File: config.mk
export PLATFORM = sky130hd
export DESIGN_NAME = blk_ram_burst_initiator_flat
export DESIGN_NICKNAME = d
export VERILOG_FILES = /design/src/rtl/gba_ram_pkg.sv /design/src/rtl/blk_ram_burst_initiator_if.sv /design/src/rtl/ram_rsp_fifo2.sv /design/src/rtl/blk_ram_burst_initiator.sv /design/src/flat_wrapper.sv
export SDC_FILE = /design/constraint.sdc
export NUM_CORES = 1
export LEC_CHECK = 0
export CAP_MARGIN = 0
export CORE_UTILIZATION = 40
export CTS_CLUSTER_SIZE = 40
export DETAILED_ROUTE_END_ITERATION = 7
export HOLD_SLACK_MARGIN = 0.02
export SKIP_CTS_REPAIR_TIMING = 1
export SYNTH_ARGS = -nofsm -noshare
export SYNTH_HDL_FRONTEND = slang
export SYNTH_HIERARCHICAL = 1
export SYNTH_SLANG_ARGS = --single-unit
export TNS_END_PERCENT = 30
File: constraint.sdc
create_clock -name clk -period 3.5 [get_ports clk]
set_clock_uncertainty 0.05 [all_clocks]
set_input_delay 0.35 -clock clk [delete_from_list [all_inputs] [get_ports clk]]
set_output_delay 0.35 -clock clk [all_outputs]
set_load 0.01 [all_outputs]
File: src/rtl/gba_ram_pkg.sv
`default_nettype none
// ============================================================================
// Module : gba_ram_pkg
// Brief  : Shared widths, FSM states and response beat type for the block RAM
//          burst initiator.
// Rev    : 1.0  initial release
// ============================================================================
package gba_ram_pkg;

  localparam int unsigned c_addr_w = 17;
  localparam int unsigned c_data_w = 9;
  localparam int unsigned c_len_w  = 8;

  typedef enum logic [1:0] {
    IDLE = 2'd0,
    RD   = 2'd1,
    WR   = 2'd2
  } state_t;

  typedef struct packed {
    logic [c_data_w-1:0] data;
    logic                last;
    logic                err;
  } rsp_beat_t;

endpackage
`default_nettype wire

File: src/rtl/blk_ram_burst_initiator_if.sv
`default_nettype none
// ============================================================================
// Module : blk_ram_burst_initiator_if
// Brief  : Request, write-beat, response and RAM-port signals of the burst
//          initiator; slave = initiator block, master = engine/RAM side.
// Rev    : 1.0  initial release
// ============================================================================
interface blk_ram_burst_initiator_if
  import gba_ram_pkg::*;
#(
  parameter int ADDR_W = c_addr_w,
  parameter int DATA_W = c_data_w,
  parameter int LEN_W  = c_len_w
);

  logic              req_valid;
  logic              req_ready;
  logic              req_write;
  logic [ADDR_W-1:0] req_addr;
  logic [LEN_W-1:0]  req_len;
  logic              wr_valid;
  logic              wr_ready;
  logic [DATA_W-1:0] wr_data;
  logic              rsp_valid;
  logic              rsp_ready;
  logic [DATA_W-1:0] rsp_data;
  logic              rsp_last;
  logic              rsp_err;
  logic              busy;
  logic              ram_en;
  logic              ram_we;
  logic [ADDR_W-1:0] ram_addr;
  logic [DATA_W-1:0] ram_din;
  logic [DATA_W-1:0] ram_dout;

  modport slave (
    input  req_valid, req_write, req_addr, req_len,
    input  wr_valid, wr_data, rsp_ready, ram_dout,
    output req_ready, wr_ready, rsp_valid, rsp_data, rsp_last, rsp_err,
    output busy, ram_en, ram_we, ram_addr, ram_din
  );

  modport master (
    output req_valid, req_write, req_addr, req_len,
    output wr_valid, wr_data, rsp_ready, ram_dout,
    input  req_ready, wr_ready, rsp_valid, rsp_data, rsp_last, rsp_err,
    input  busy, ram_en, ram_we, ram_addr, ram_din
  );

endinterface
`default_nettype wire

File: src/rtl/ram_rsp_fifo2.sv
`default_nettype none
// ============================================================================
// Module : ram_rsp_fifo2
// Brief  : 2-entry synchronous response FIFO with a registered head entry.
// Rev    : 1.0  initial release
// ============================================================================
module ram_rsp_fifo2
  import gba_ram_pkg::*;
(
  input  logic      clk,
  input  logic      reset_l,
  input  logic      push,
  input  rsp_beat_t push_beat,
  input  logic      pop,
  output logic [1:0] count,
  output rsp_beat_t head
);

  rsp_beat_t  r_head;
  rsp_beat_t  r_tail;
  logic [1:0] r_count;
  logic       w_pop;

  assign w_pop = pop & (r_count != 2'd0);

  always_ff @(posedge clk) begin
    if (!reset_l) begin
      r_count <= 2'd0;
      r_head  <= '0;
      r_tail  <= '0;
    end else begin
      case ({push, w_pop})
        2'b10: begin
          if (r_count == 2'd0) begin
            r_head  <= push_beat;
            r_count <= 2'd1;
          end else if (r_count == 2'd1) begin
            r_tail  <= push_beat;
            r_count <= 2'd2;
          end
        end
        2'b01: begin
          r_head  <= r_tail;
          r_count <= r_count - 2'd1;
        end
        2'b11: begin
          // Count is unchanged; the new beat lands behind whatever remains.
          if (r_count == 2'd1) begin
            r_head <= push_beat;
          end else begin
            r_head <= r_tail;
            r_tail <= push_beat;
          end
        end
        default: ;
      endcase
    end
  end

  assign count = r_count;
  assign head  = r_head;

endmodule
`default_nettype wire

File: src/rtl/blk_ram_burst_initiator.sv
`default_nettype none
// ============================================================================
// Module : blk_ram_burst_initiator
// Brief  : Burst read/write initiator for the 128kx9 single-port block RAM.
//          Optional macro RAM_PARITY_EN: 8-bit data + even parity in bit 8.
// Rev    : 1.0  initial release
// ============================================================================
module blk_ram_burst_initiator
  import gba_ram_pkg::*;
#(
  parameter int ADDR_W = c_addr_w,
  parameter int DATA_W = c_data_w,
  parameter int LEN_W  = c_len_w
) (
  input  logic clk,
  input  logic reset_l,
  blk_ram_burst_initiator_if.slave bus
);

  state_t            r_state;
  state_t            w_state_nxt;
  logic [ADDR_W-1:0] r_addr;
  logic [ADDR_W-1:0] r_ram_addr;
  logic [DATA_W-1:0] r_ram_din;
  logic [LEN_W-1:0]  r_len;
  logic [LEN_W-1:0]  r_cnt;
  logic              r_inflight;
  logic              r_inflight_last;

  logic              w_req_ready;
  logic              w_wr_ready;
  logic              w_issue_rd;
  logic              w_issue_wr;
  logic              w_issue;
  logic              w_accept;
  logic              w_last_beat;
  logic              w_pop;
  logic [1:0]        w_fifo_count;
  logic [1:0]        w_occ;
  logic [DATA_W-1:0] w_wr_din;
  logic [DATA_W-1:0] w_rd_data;
  logic              w_rd_err;
  rsp_beat_t         w_push_beat;
  rsp_beat_t         w_head;

`ifdef RAM_PARITY_EN
  logic w_unused_wr_msb;
  assign w_wr_din        = {^bus.wr_data[DATA_W-2:0], bus.wr_data[DATA_W-2:0]};
  assign w_rd_data       = {1'b0, bus.ram_dout[DATA_W-2:0]};
  assign w_rd_err        = ^bus.ram_dout;
  assign w_unused_wr_msb = bus.wr_data[DATA_W-1];
`else
  assign w_wr_din  = bus.wr_data;
  assign w_rd_data = bus.ram_dout;
  assign w_rd_err  = 1'b0;
`endif

  assign w_last_beat = (r_cnt == r_len);
  assign w_pop       = (w_fifo_count != 2'd0) & bus.rsp_ready;
  // Slots that will be occupied once the pending read lands, net of this cycle's pop.
  assign w_occ       = w_fifo_count + {1'b0, r_inflight} - {1'b0, w_pop};
  assign w_accept    = w_req_ready & bus.req_valid;
  assign w_issue     = w_issue_rd | w_issue_wr;

  always_comb begin
    w_state_nxt = r_state;
    w_req_ready = 1'b0;
    w_wr_ready  = 1'b0;
    w_issue_rd  = 1'b0;
    w_issue_wr  = 1'b0;
    if (reset_l) begin
      case (r_state)
        IDLE: begin
          w_req_ready = 1'b1;
          if (bus.req_valid) begin
            w_state_nxt = bus.req_write ? WR : RD;
          end
        end
        RD: begin
          if (w_occ < 2'd2) begin
            w_issue_rd = 1'b1;
            if (w_last_beat) begin
              w_state_nxt = IDLE;
            end
          end
        end
        WR: begin
          w_wr_ready = 1'b1;
          if (bus.wr_valid) begin
            w_issue_wr = 1'b1;
            if (w_last_beat) begin
              w_state_nxt = IDLE;
            end
          end
        end
        default: w_state_nxt = IDLE;
      endcase
    end
  end

  always_ff @(posedge clk) begin
    if (!reset_l) begin
      r_state         <= IDLE;
      r_addr          <= '0;
      r_ram_addr      <= '0;
      r_ram_din       <= '0;
      r_len           <= '0;
      r_cnt           <= '0;
      r_inflight      <= 1'b0;
      r_inflight_last <= 1'b0;
    end else begin
      r_state         <= w_state_nxt;
      r_inflight      <= w_issue_rd;
      r_inflight_last <= w_issue_rd & w_last_beat;
      if (w_accept) begin
        r_addr <= bus.req_addr;
        r_len  <= bus.req_len;
        r_cnt  <= '0;
      end else if (w_issue) begin
        r_addr     <= r_addr + ADDR_W'(1);
        r_cnt      <= r_cnt + LEN_W'(1);
        r_ram_addr <= r_addr;
      end
      if (w_issue_wr) begin
        r_ram_din <= w_wr_din;
      end
    end
  end

  assign w_push_beat = '{data: w_rd_data, last: r_inflight_last, err: w_rd_err};

  ram_rsp_fifo2 u_rsp_fifo (
    .clk       (clk),
    .reset_l   (reset_l),
    .push      (r_inflight),
    .push_beat (w_push_beat),
    .pop       (w_pop),
    .count     (w_fifo_count),
    .head      (w_head)
  );

  assign bus.req_ready = w_req_ready;
  assign bus.wr_ready  = w_wr_ready;
  assign bus.ram_en    = w_issue;
  assign bus.ram_we    = w_issue_wr;
  // Address/data hold their last issued value between beats.
  assign bus.ram_addr  = w_issue ? r_addr : r_ram_addr;
  assign bus.ram_din   = w_issue_wr ? w_wr_din : r_ram_din;
  assign bus.rsp_valid = (w_fifo_count != 2'd0);
  assign bus.rsp_data  = w_head.data;
  assign bus.rsp_last  = w_head.last;
  assign bus.rsp_err   = w_head.err;
  assign bus.busy      = (r_state != IDLE) | r_inflight | (w_fifo_count != 2'd0);

endmodule
`default_nettype wire

File: src/flat_wrapper.sv
// flat-port wrapper written by rule: the top's interface ports become plain ports
module blk_ram_burst_initiator_flat import gba_ram_pkg::*;
#(
  parameter int ADDR_W = c_addr_w,
  parameter int DATA_W = c_data_w,
  parameter int LEN_W  = c_len_w
)
  (clk, reset_l, bus_req_valid, bus_req_write, bus_req_addr, bus_req_len, bus_wr_valid, bus_wr_data, bus_rsp_ready, bus_ram_dout, bus_req_ready, bus_wr_ready, bus_rsp_valid, bus_rsp_data, bus_rsp_last, bus_rsp_err, bus_busy, bus_ram_en, bus_ram_we, bus_ram_addr, bus_ram_din);
  blk_ram_burst_initiator_if #(.ADDR_W(ADDR_W), .DATA_W(DATA_W), .LEN_W(LEN_W)) bus_i ();
  input  logic clk;
  input  logic reset_l;
  input wire logic [$bits(bus_i.req_valid)-1:0] bus_req_valid;
  input wire logic [$bits(bus_i.req_write)-1:0] bus_req_write;
  input wire logic [$bits(bus_i.req_addr)-1:0] bus_req_addr;
  input wire logic [$bits(bus_i.req_len)-1:0] bus_req_len;
  input wire logic [$bits(bus_i.wr_valid)-1:0] bus_wr_valid;
  input wire logic [$bits(bus_i.wr_data)-1:0] bus_wr_data;
  input wire logic [$bits(bus_i.rsp_ready)-1:0] bus_rsp_ready;
  input wire logic [$bits(bus_i.ram_dout)-1:0] bus_ram_dout;
  output wire logic [$bits(bus_i.req_ready)-1:0] bus_req_ready;
  output wire logic [$bits(bus_i.wr_ready)-1:0] bus_wr_ready;
  output wire logic [$bits(bus_i.rsp_valid)-1:0] bus_rsp_valid;
  output wire logic [$bits(bus_i.rsp_data)-1:0] bus_rsp_data;
  output wire logic [$bits(bus_i.rsp_last)-1:0] bus_rsp_last;
  output wire logic [$bits(bus_i.rsp_err)-1:0] bus_rsp_err;
  output wire logic [$bits(bus_i.busy)-1:0] bus_busy;
  output wire logic [$bits(bus_i.ram_en)-1:0] bus_ram_en;
  output wire logic [$bits(bus_i.ram_we)-1:0] bus_ram_we;
  output wire logic [$bits(bus_i.ram_addr)-1:0] bus_ram_addr;
  output wire logic [$bits(bus_i.ram_din)-1:0] bus_ram_din;
  assign bus_i.req_valid = bus_req_valid;
  assign bus_i.req_write = bus_req_write;
  assign bus_i.req_addr = bus_req_addr;
  assign bus_i.req_len = bus_req_len;
  assign bus_i.wr_valid = bus_wr_valid;
  assign bus_i.wr_data = bus_wr_data;
  assign bus_i.rsp_ready = bus_rsp_ready;
  assign bus_i.ram_dout = bus_ram_dout;
  assign bus_req_ready = bus_i.req_ready;
  assign bus_wr_ready = bus_i.wr_ready;
  assign bus_rsp_valid = bus_i.rsp_valid;
  assign bus_rsp_data = bus_i.rsp_data;
  assign bus_rsp_last = bus_i.rsp_last;
  assign bus_rsp_err = bus_i.rsp_err;
  assign bus_busy = bus_i.busy;
  assign bus_ram_en = bus_i.ram_en;
  assign bus_ram_we = bus_i.ram_we;
  assign bus_ram_addr = bus_i.ram_addr;
  assign bus_ram_din = bus_i.ram_din;
  blk_ram_burst_initiator #(.ADDR_W(ADDR_W), .DATA_W(DATA_W), .LEN_W(LEN_W)) u_core (.clk(clk), .reset_l(reset_l), .bus(bus_i));
endmodule
==> reports/qor.yml, run 1 <==
clkTransAtPathRegs_ns: 0.09
endpoint_kind: "output pin"
grt_start_max_net_pins: 30
cts_tree: "yes"
path_class: "reg -> out"
setup_viol: 0
ir_drop_mv: 0.410
synthMuxAreaShare: 0.0886
cts.sinks: 87
grt_pass1_vias: 3615
final_cells: 748
port_buffers: 91
yosys.area_share.adder: 0.0255
via_per_inst: 5.15
start_util: 0.409
status: "completed"
async_flop_share: 0
placementRows: 38
min_period_over_period: 0.923
vias: 3851
synth_cells: 514
die_h_um: 107
yosysSeqAreaShare: 0.394
clk-insertion-delay-late_ns: 0.36
die_area_um2: 11500
cts_buffer_depth: 2
synth-simple-area-share: 0.202
cp_max_fo: 11
p_per_area_nw_per_um2: 557
drc: 0
p_leak_nw: 2.38
n_fill_cell: 1023
clockRootBuffer: "clkbuf_8"
layout-drive-gt1-share: 0.107
yosys_register_bits: 87
crit_path_cell_trace: "or2_2, and2_1, ha_1, and2b_2, xnor2_1, o21ai_2, buf_6, mux2_2, dlymetal6s2s_1"
ys_warn_count: 6
wl_per_cell_um: 14.1
drt-initial-drc-count: 209
synth_enable_flop_cells: 0
die_x_um: 107
diodes: 0
finalHoldViolations: 0
synth-xor-area-share: 0.0614
cp_top_family: "simple AND/OR/NAND/NOR gates"
synth_area_um2: 4420
nets: 661
maxSlewViolCount: 0
ios: 92
gp_congestion: 0.754
rsz0062_at_grt: "false"
first_pass_iters: 4
max_slew_margin: 0.493
layout_common_cells: "nand2_1, dfxtp_1, clkdlybuf4s50_1"
slowest_delay_ns: 0.35
core_area_um2: 10800
place.detailed.hpwl_um: 7480
cp.required_ns: 3.10
ys.flop_type: "dfxtp_1"
cp.arrival_ns: 2.83
grt_usage: 0.191
gr-total-overflow: 0
avgSynthCellArea_um2: 8.60
postLayoutCoreUtil: 0.527
synth_top_family_by_area: "simple AND/OR/NAND/NOR gates"
syn2layout_area_growth_pct: 28.8
maxCapViolCount: 0
critPathLaunchType: "flop"
final_antenna_net_count: 0
pre_cts_ws_ns: 0.225
wl_um: 10600
finalWorstSetupSlack_ns: 0.269
cp_num_buf_inv: 2
grt_pass1_wl_um: 17300
fin_crit_ns: 3.23
dp.cells: 727
tightestPinTransition_ns: 0.761
cts_max_level: 3
yosysUniqueCellTypes: 55
final_common_cell: "nand2_1"
total_power_mw: 3.17
fmaxAchievable_mhz: 310
hold_path_class: "in -> reg"
cp_slowest_cell: "dfxtp_2"
antenna_found_initial: 0
synth_compound_area_frac: 0.182
numCtsBuffers: 9
state kept, by name, summed over array words and instances (netlist names):
name                      count
u_core/u_rsp_fifo/r_tail     11
u_core/r_inflight             1
u_core/r_ram_addr            17
u_core/u_rsp_fifo/head       11
u_core/r_ram_din              9
u_core/r_cnt                  8
u_core/u_rsp_fifo/count       2
u_core/r_addr                17
u_core/r_state                2
u_core/r_len                  8
u_core/r_inflight_last        1
synthesized netlist by cell type, types with 3 or more instances:
master,instances,area (um^2)
dfxtp_1,87,1740
nor3_1,6,30.0
and4_1,5,43.8
ha_1,9,113
mux2_2,17,191
or3_1,4,25.0
o22ai_1,3,18.8
nor4_1,3,18.8
nand4_1,5,31.3
nand2_1,102,383
xor2_1,10,87.6
mux2i_1,20,200
a311oi_2,3,45.0
buf_6,4,45.0
a311oi_1,5,43.8
o21ai_0,30,150
buf_2,5,25.0
xnor2_1,21,184
inv_1,13,48.8
and2_1,14,87.6
nor3b_1,4,30.0
a21oi_1,26,130
o21ai_1,6,30.0
a21boi_0,16,120
nor2_1,24,90.1
o221ai_1,4,35.0
clkbuf_1,16,60.1
a31oi_1,9,56.3
nand3_1,6,30.0
nand2b_1,4,25.0
through the flow:
stage / setup TNS [ns] / hold WS (ns) / area [um^2]
5_1_grt: 0 / 0.345 / 5690
3_3_place_gp: 0 / 0.393 / 5430
4_1_cts: -1.71 / 0.322 / 5600
2_1_floorplan: 0 / 0.383 / 4420
6_report: 0 / 0.332 / 5690
3_5_place_dp: 0 / 0.399 / 5430
cell type report:
| cell class | instances | area [um^2] | area share |
|---|---|---|---|
| Multi-Input combinational cell | 386 | 2480 | 0.436 |
| Sequential cell | 87 | 1740 | 0.306 |
| Timing Repair Buffer | 106 | 1070 | 0.188 |
| Tap cell | 140 | 175 | 0.0308 |
| Clock buffer | 11 | 141 | 0.0248 |
| Inverter | 13 | 48.8 | 0.00857 |
| Clock inverter | 5 | 33.8 | 0.00593 |
cells by family (layout without fill, tap and decap cells):
| group | after synthesis | in the layout |
|---|---|---|
| other | 1 | 2 |
| muxes | 37 | 37 |
| buffers and inverters | 42 | 135 |
| AOI/OAI and AO/OA | 118 | 118 |
| and+or+nand+nor | 189 | 189 |
| xor gates and xnor gates | 31 | 31 |
| DFF | 87 | 87 |
| adders and majority gates | 9 | 9 |
routing by layer:
layer | vias up | global-route usage | wire length [um]
met5 | - | 0 | 0
met1 | 1783 | 0.243 | 4910
li1 | 1966 | - | -
met2 | 88 | 0.306 | 4870
met3 | 14 | 0.0596 | 649
met4 | 0 | 0.0675 | 156
report_power, final:
group          switching (mW)  total [mW]  internal (mW)
logic                   0.635        1.24          0.608
registers               0.155        1.29           1.14
clock network           0.356       0.632          0.276
total                    1.15        3.17           2.02
tightest hold or removal path: cells and delay by family:
kind / cells / cell delay [ns]
buffers and inverters: 1 / 0.20
AO/OA/AOI/OAI: 2 / 0.15
path summary, 6_finish.rpt:
kind / start / to / slack (ns) / cells after the start
worst max-delay path: u_core/u_rsp_fifo/count[1] / bus_ram_addr[15] / 0.27 / 9
worst max register to register: u_core/u_rsp_fifo/count[1] / u_core/r_ram_addr[0] / 0.48 / 8
worst min-delay path: reset_l / u_core/r_addr[3] / 0.33 / 3
worst min register to register: u_core/r_ram_addr[9] / u_core/r_ram_addr[9] / 0.41 / 2
Power figures use the tool's default switching activity.
==> inputs of run 2 (changes only) <==
--- a/config.mk
+++ b/config.mk
@@ -7,6 +7,7 @@
 export LEC_CHECK = 0
 export CAP_MARGIN = 0
 export CORE_UTILIZATION = 40
+export CTS_BUF_LIST = sky130_fd_sc_hd__clkbuf_8
 export CTS_CLUSTER_SIZE = 40
 export DETAILED_ROUTE_END_ITERATION = 7
 export HOLD_SLACK_MARGIN = 0.02
==> reports/qor.yml, run 2 (synthesis gave the netlist of run 1 again) <==
core_area_um2: 10800
cts.sinks: 87
start_util: 0.409
drt-initial-drc-count: 207
final_antenna_net_count: 0
diodes: 0
status: "completed"
endpoint_kind: "output pin"
p_per_area_nw_per_um2: 556
gr-total-overflow: 0
clk-insertion-delay-late_ns: 0.36
cts_max_level: 3
setup_viol: 0
clockRootBuffer: "clkbuf_8"
final_cells: 748
wl_um: 10600
highest_layer: "met4"
max_slew_margin: 0.488
fmaxAchievable_mhz: 309
tightestPinTransition_ns: 0.768
cts_tree: "yes"
die_x_um: 107
path_class: "reg -> out"
drc: 0
maxCapViolCount: 0
maxSlewViolCount: 0
dp.cells: 727
cts_buffer_depth: 2
clkTransAtPathRegs_ns: 0.09
placementRows: 38
hold_path_class: "in -> reg"
layout_common_cells: "nand2_1, dfxtp_1, clkdlybuf4s50_1"
n_fill_cell: 1023
cp_max_fo: 11
ios: 92
grt_usage: 0.192
wl_met1_um: 4920
cp.arrival_ns: 2.83
antenna_found_initial: 0
layout-drive-gt1-share: 0.107
port_buffers: 91
crit_path_cell_trace: "or2_2, and2_1, ha_1, and2b_2, xnor2_1, o21ai_2, buf_6, mux2_2, dlymetal6s2s_1"
via_per_inst: 5.14
syn2layout_area_growth_pct: 28.8
critPathLaunchType: "flop"
whs_path_depth: 3
fin_crit_ns: 3.23
cp_slowest_cell: "dfxtp_2"
postLayoutCoreUtil: 0.527
cp.required_ns: 3.10
min_period_over_period: 0.924
die_h_um: 107
first_pass_iters: 6
nets: 661
rsz0062_at_grt: "false"
numCtsBuffers: 9
grt_pass1_vias: 3615
vias: 3844
slowest_delay_ns: 0.35
grt_pass1_wl_um: 17300
top_regs: "u_core/r_addr (17), u_core/r_ram_addr (17)"
gp_congestion: 0.754
final_common_cell: "nand2_1"
grt_start_max_net_pins: 30
dr_wl_met2_um: 4870
ir_drop_mv: 0.410
ff2ff_path_depth: 8
finalHoldViolations: 0
dr_wl_met3_um: 635
p_leak_nw: 2.38
wl_per_cell_um: 14.2
place.detailed.hpwl_um: 7480
die_area_um2: 11500
run 2: cell types whose count changed in the layout (fill, tap and decap cells not counted):
cell | previous run | this run
inv_1 | 13 | 14
clkbuf_1 | 1 | 0
run 2: power breakdown:
| group | total (mW) | switching, mW | leakage (nW) | internal, mW |
|---|---|---|---|---|
| logic | 1.24 | 0.634 | 1.59 | 0.608 |
| registers | 1.29 | 0.153 | 0.708 | 1.14 |
| clock network | 0.630 | 0.357 | 0.0895 | 0.273 |
run 2: cell type report:
| cell class | count | area (um^2) | share of cell area |
|---|---|---|---|
| Clock buffer | 10 | 138 | 0.0242 |
| Clock inverter | 6 | 37.5 | 0.00659 |
| Inverter | 13 | 48.8 | 0.00857 |
| Multi-Input combinational cell | 386 | 2480 | 0.436 |
| Sequential cell | 87 | 1740 | 0.306 |
| Tap cell | 140 | 175 | 0.0308 |
| Timing Repair Buffer | 106 | 1070 | 0.188 |
run 2: layer usage:
layer | vias to the layer above | global-route usage
li1 | 1965 | -
met1 | 1773 | 0.243
met2 | 93 | 0.306
met3 | 13 | 0.0596
met4 | 0 | 0.0675
met5 | - | 0
run 2: critical path, delay by kind of cell, from the launching register on:
family / cells / cell delay, ns
compound gates: 1 / 0.20
xor+xnor: 1 / 0.16
fa+ha+maj: 1 / 0.28
buf+inv: 2 / 0.37
flops: 1 / 0.35
mux: 1 / 0.35
simple gates: 3 / 0.75
run 2: final timing paths:
path / to / start / slack, ns
worst min-delay path: u_core/r_addr[3] / reset_l / 0.33
worst min register to register: u_core/r_ram_addr[9] / u_core/r_ram_addr[9] / 0.41
worst max register to register: u_core/r_ram_addr[0] / u_core/u_rsp_fifo/count[1] / 0.49
worst max-delay path: bus_ram_addr[15] / u_core/u_rsp_fifo/count[1] / 0.27
run 2: metrics by stage:
step,power (mW),instance area (um^2),hold WS (ns),TNS (ns),setup WS [ns]
2_1_floorplan,2.07,4420,0.383,0,0.655
3_3_place_gp,2.51,5430,0.393,0,0.289
3_5_place_dp,2.53,5430,0.399,0,0.225
4_1_cts,3.17,5600,0.321,-1.71,-0.128
5_1_grt,3.39,5690,0.343,0,0.144
6_report,3.17,5690,0.329,0,0.267
==> inputs of run 3 (changes only) <==
--- a/config.mk
+++ b/config.mk
@@ -11,6 +11,7 @@
 export CTS_CLUSTER_SIZE = 40
 export DETAILED_ROUTE_END_ITERATION = 7
 export HOLD_SLACK_MARGIN = 0.02
+export PLACE_DENSITY_LB_ADDON = 0.25
 export SKIP_CTS_REPAIR_TIMING = 1
 export SYNTH_ARGS = -nofsm -noshare
 export SYNTH_HDL_FRONTEND = slang
==> reports/qor.yml, run 3 (synthesis gave the netlist of run 1 again) <==
grt_start_max_net_pins: 30
pre_cts_ws_ns: 0.254
cts_tree: "yes"
rsz0062_at_grt: "false"
endpoint_kind: "output pin"
numCtsBuffers: 9
postLayoutCoreUtil: 0.526
hold_start: "u_core/r_ram_addr[9]"
finalHoldViolations: 0
cp_max_fo: 26
port_buffers: 91
drt-initial-drc-count: 172
place.detailed.hpwl_um: 7320
layout_common_cells: "nand2_1, dfxtp_1, clkdlybuf4s50_1"
die_x_um: 107
clkTransAtPathRegs_ns: 0.10
wl_um: 10400
dpl_cell_area_um2: 5420
via_per_inst: 5.21
core_area_um2: 10800
diodes: 0
maxCapViolCount: 0
max_slew_margin: 0.521
status: "completed"
slowest_delay_ns: 0.56
cp_slowest_cell: "clkdlybuf4s50_1"
wl_met1_um: 4900
gr-total-overflow: 0
grt_pass1_vias: 3695
vias: 3861
start_util: 0.409
fin_worst_hold_slack_ns: 0.406
ir_drop_mv: 0.296
tightestPinTransition_ns: 0.718
antenna_found_initial: 0
first_pass_iters: 4
maxSlewViolCount: 0
ios: 92
fmaxAchievable_mhz: 311
gp_congestion: 0.782
clockRootBuffer: "clkbuf_8"
clk-insertion-delay-late_ns: 0.36
ff2ff_path_depth: 8
die_area_um2: 11500
wl_per_cell_um: 14.0
p_leak_nw: 2.37
cts.sinks: 87
grt_pass1_wl_um: 17300
top_regs: "u_core/r_addr (17), u_core/r_ram_addr (17)"
final_cells: 741
crit_end: "bus_ram_en"
n_fill_cell: 1032
final_common_cell: "nand2_1"
syn2layout_area_growth_pct: 28.6
cts_max_level: 3
drc: 0
final_antenna_net_count: 0
hold_path_class: "reg -> reg"
nets: 654
grt_usage: 0.189
crit_path_cell_trace: "or2_2, and2_1, ha_1, and2b_2, xnor2_1, o21ai_2, buf_12, clkdlybuf4s50_1"
highest_layer: "met4"
critPathLaunchType: "flop"
cp.arrival_ns: 2.82
r2r-end: "u_core/r_ram_addr[16]"
dp.cells: 725
cts_buffer_depth: 2
reg2reg_from: "u_core/u_rsp_fifo/count[1]"
r2r_slack_ns: 0.54
die_h_um: 107
fin_area_um2: 5680
min_period_over_period: 0.920
placementRows: 38
cp.required_ns: 3.10
setup_viol: 0
p_per_area_nw_per_um2: 571
dr_wl_met2_um: 4790
path_class: "reg -> out"
dr_wl_met3_um: 551
layout-drive-gt1-share: 0.0982
finalWorstSetupSlack_ns: 0.280
fin_crit_ns: 3.22
startpoint: "u_core/u_rsp_fifo/count[1]"
## run 3: cell count changes in the layout (fill, tap and decap cells not counted), sizes merged
cell / change
inv: +2
bufinv: +1
clkinvlp: -2
buf: -7
clkinv: -1
## run 3: critical path: cells and delay by family, from the launching register on
family	cells	cell delay, ns
AOI/OAI and AO/OA	1	0.17
xor gates and xnor gates	1	0.16
adders and majority gates	1	0.27
buffers and inverters	2	0.77
DFF	1	0.36
and+or+nand+nor	3	0.73
## run 3: where the power goes
part	switching [mW]	leakage, nW	internal (mW)	total [mW]
logic	0.625	1.55	0.582	1.21
registers	0.154	0.708	1.14	1.29
clock network	0.385	0.108	0.360	0.745
total	1.16	2.37	2.08	3.25
## run 3: worst min path at each step
stage	end	slack, ns	cells past startpoint
2_1_floorplan	u_core/r_ram_addr[9]	0.38	2
3_3_place_gp	u_core/r_ram_addr[9]	0.39	2
3_5_place_dp	u_core/r_ram_addr[9]	0.40	2
4_1_cts	u_core/r_addr[8]	0.39	3
5_1_grt	u_core/r_ram_addr[6]	0.41	2
6_report	u_core/r_ram_addr[9]	0.41	2
## run 3: cell type report
| class | count | area (um^2) | share of cell area |
|---|---|---|---|
| flip-flops and latches | 87 | 1740 | 0.307 |
| inverters | 13 | 48.8 | 0.00859 |
| clock inverters | 6 | 73.8 | 0.0130 |
| clock buffers | 10 | 138 | 0.0242 |
| repair buffers | 99 | 1020 | 0.180 |
| multi-input cells | 386 | 2480 | 0.437 |
| well taps | 140 | 175 | 0.0308 |
## run 3: through the flow
step           power, mW  setup TNS (ns)
6_report            3.25               0
5_1_grt             3.46               0
4_1_cts             3.28          -0.989
3_5_place_dp        2.53               0
3_3_place_gp        2.51               0
2_1_floorplan       2.07               0
## run 3: routing by layer
layer | up-vias | global-route usage
met4 | 0 | 0.0597
met2 | 100 | 0.307
li1 | 1955 | -
met3 | 11 | 0.0505
met1 | 1795 | 0.243
met5 | - | 0
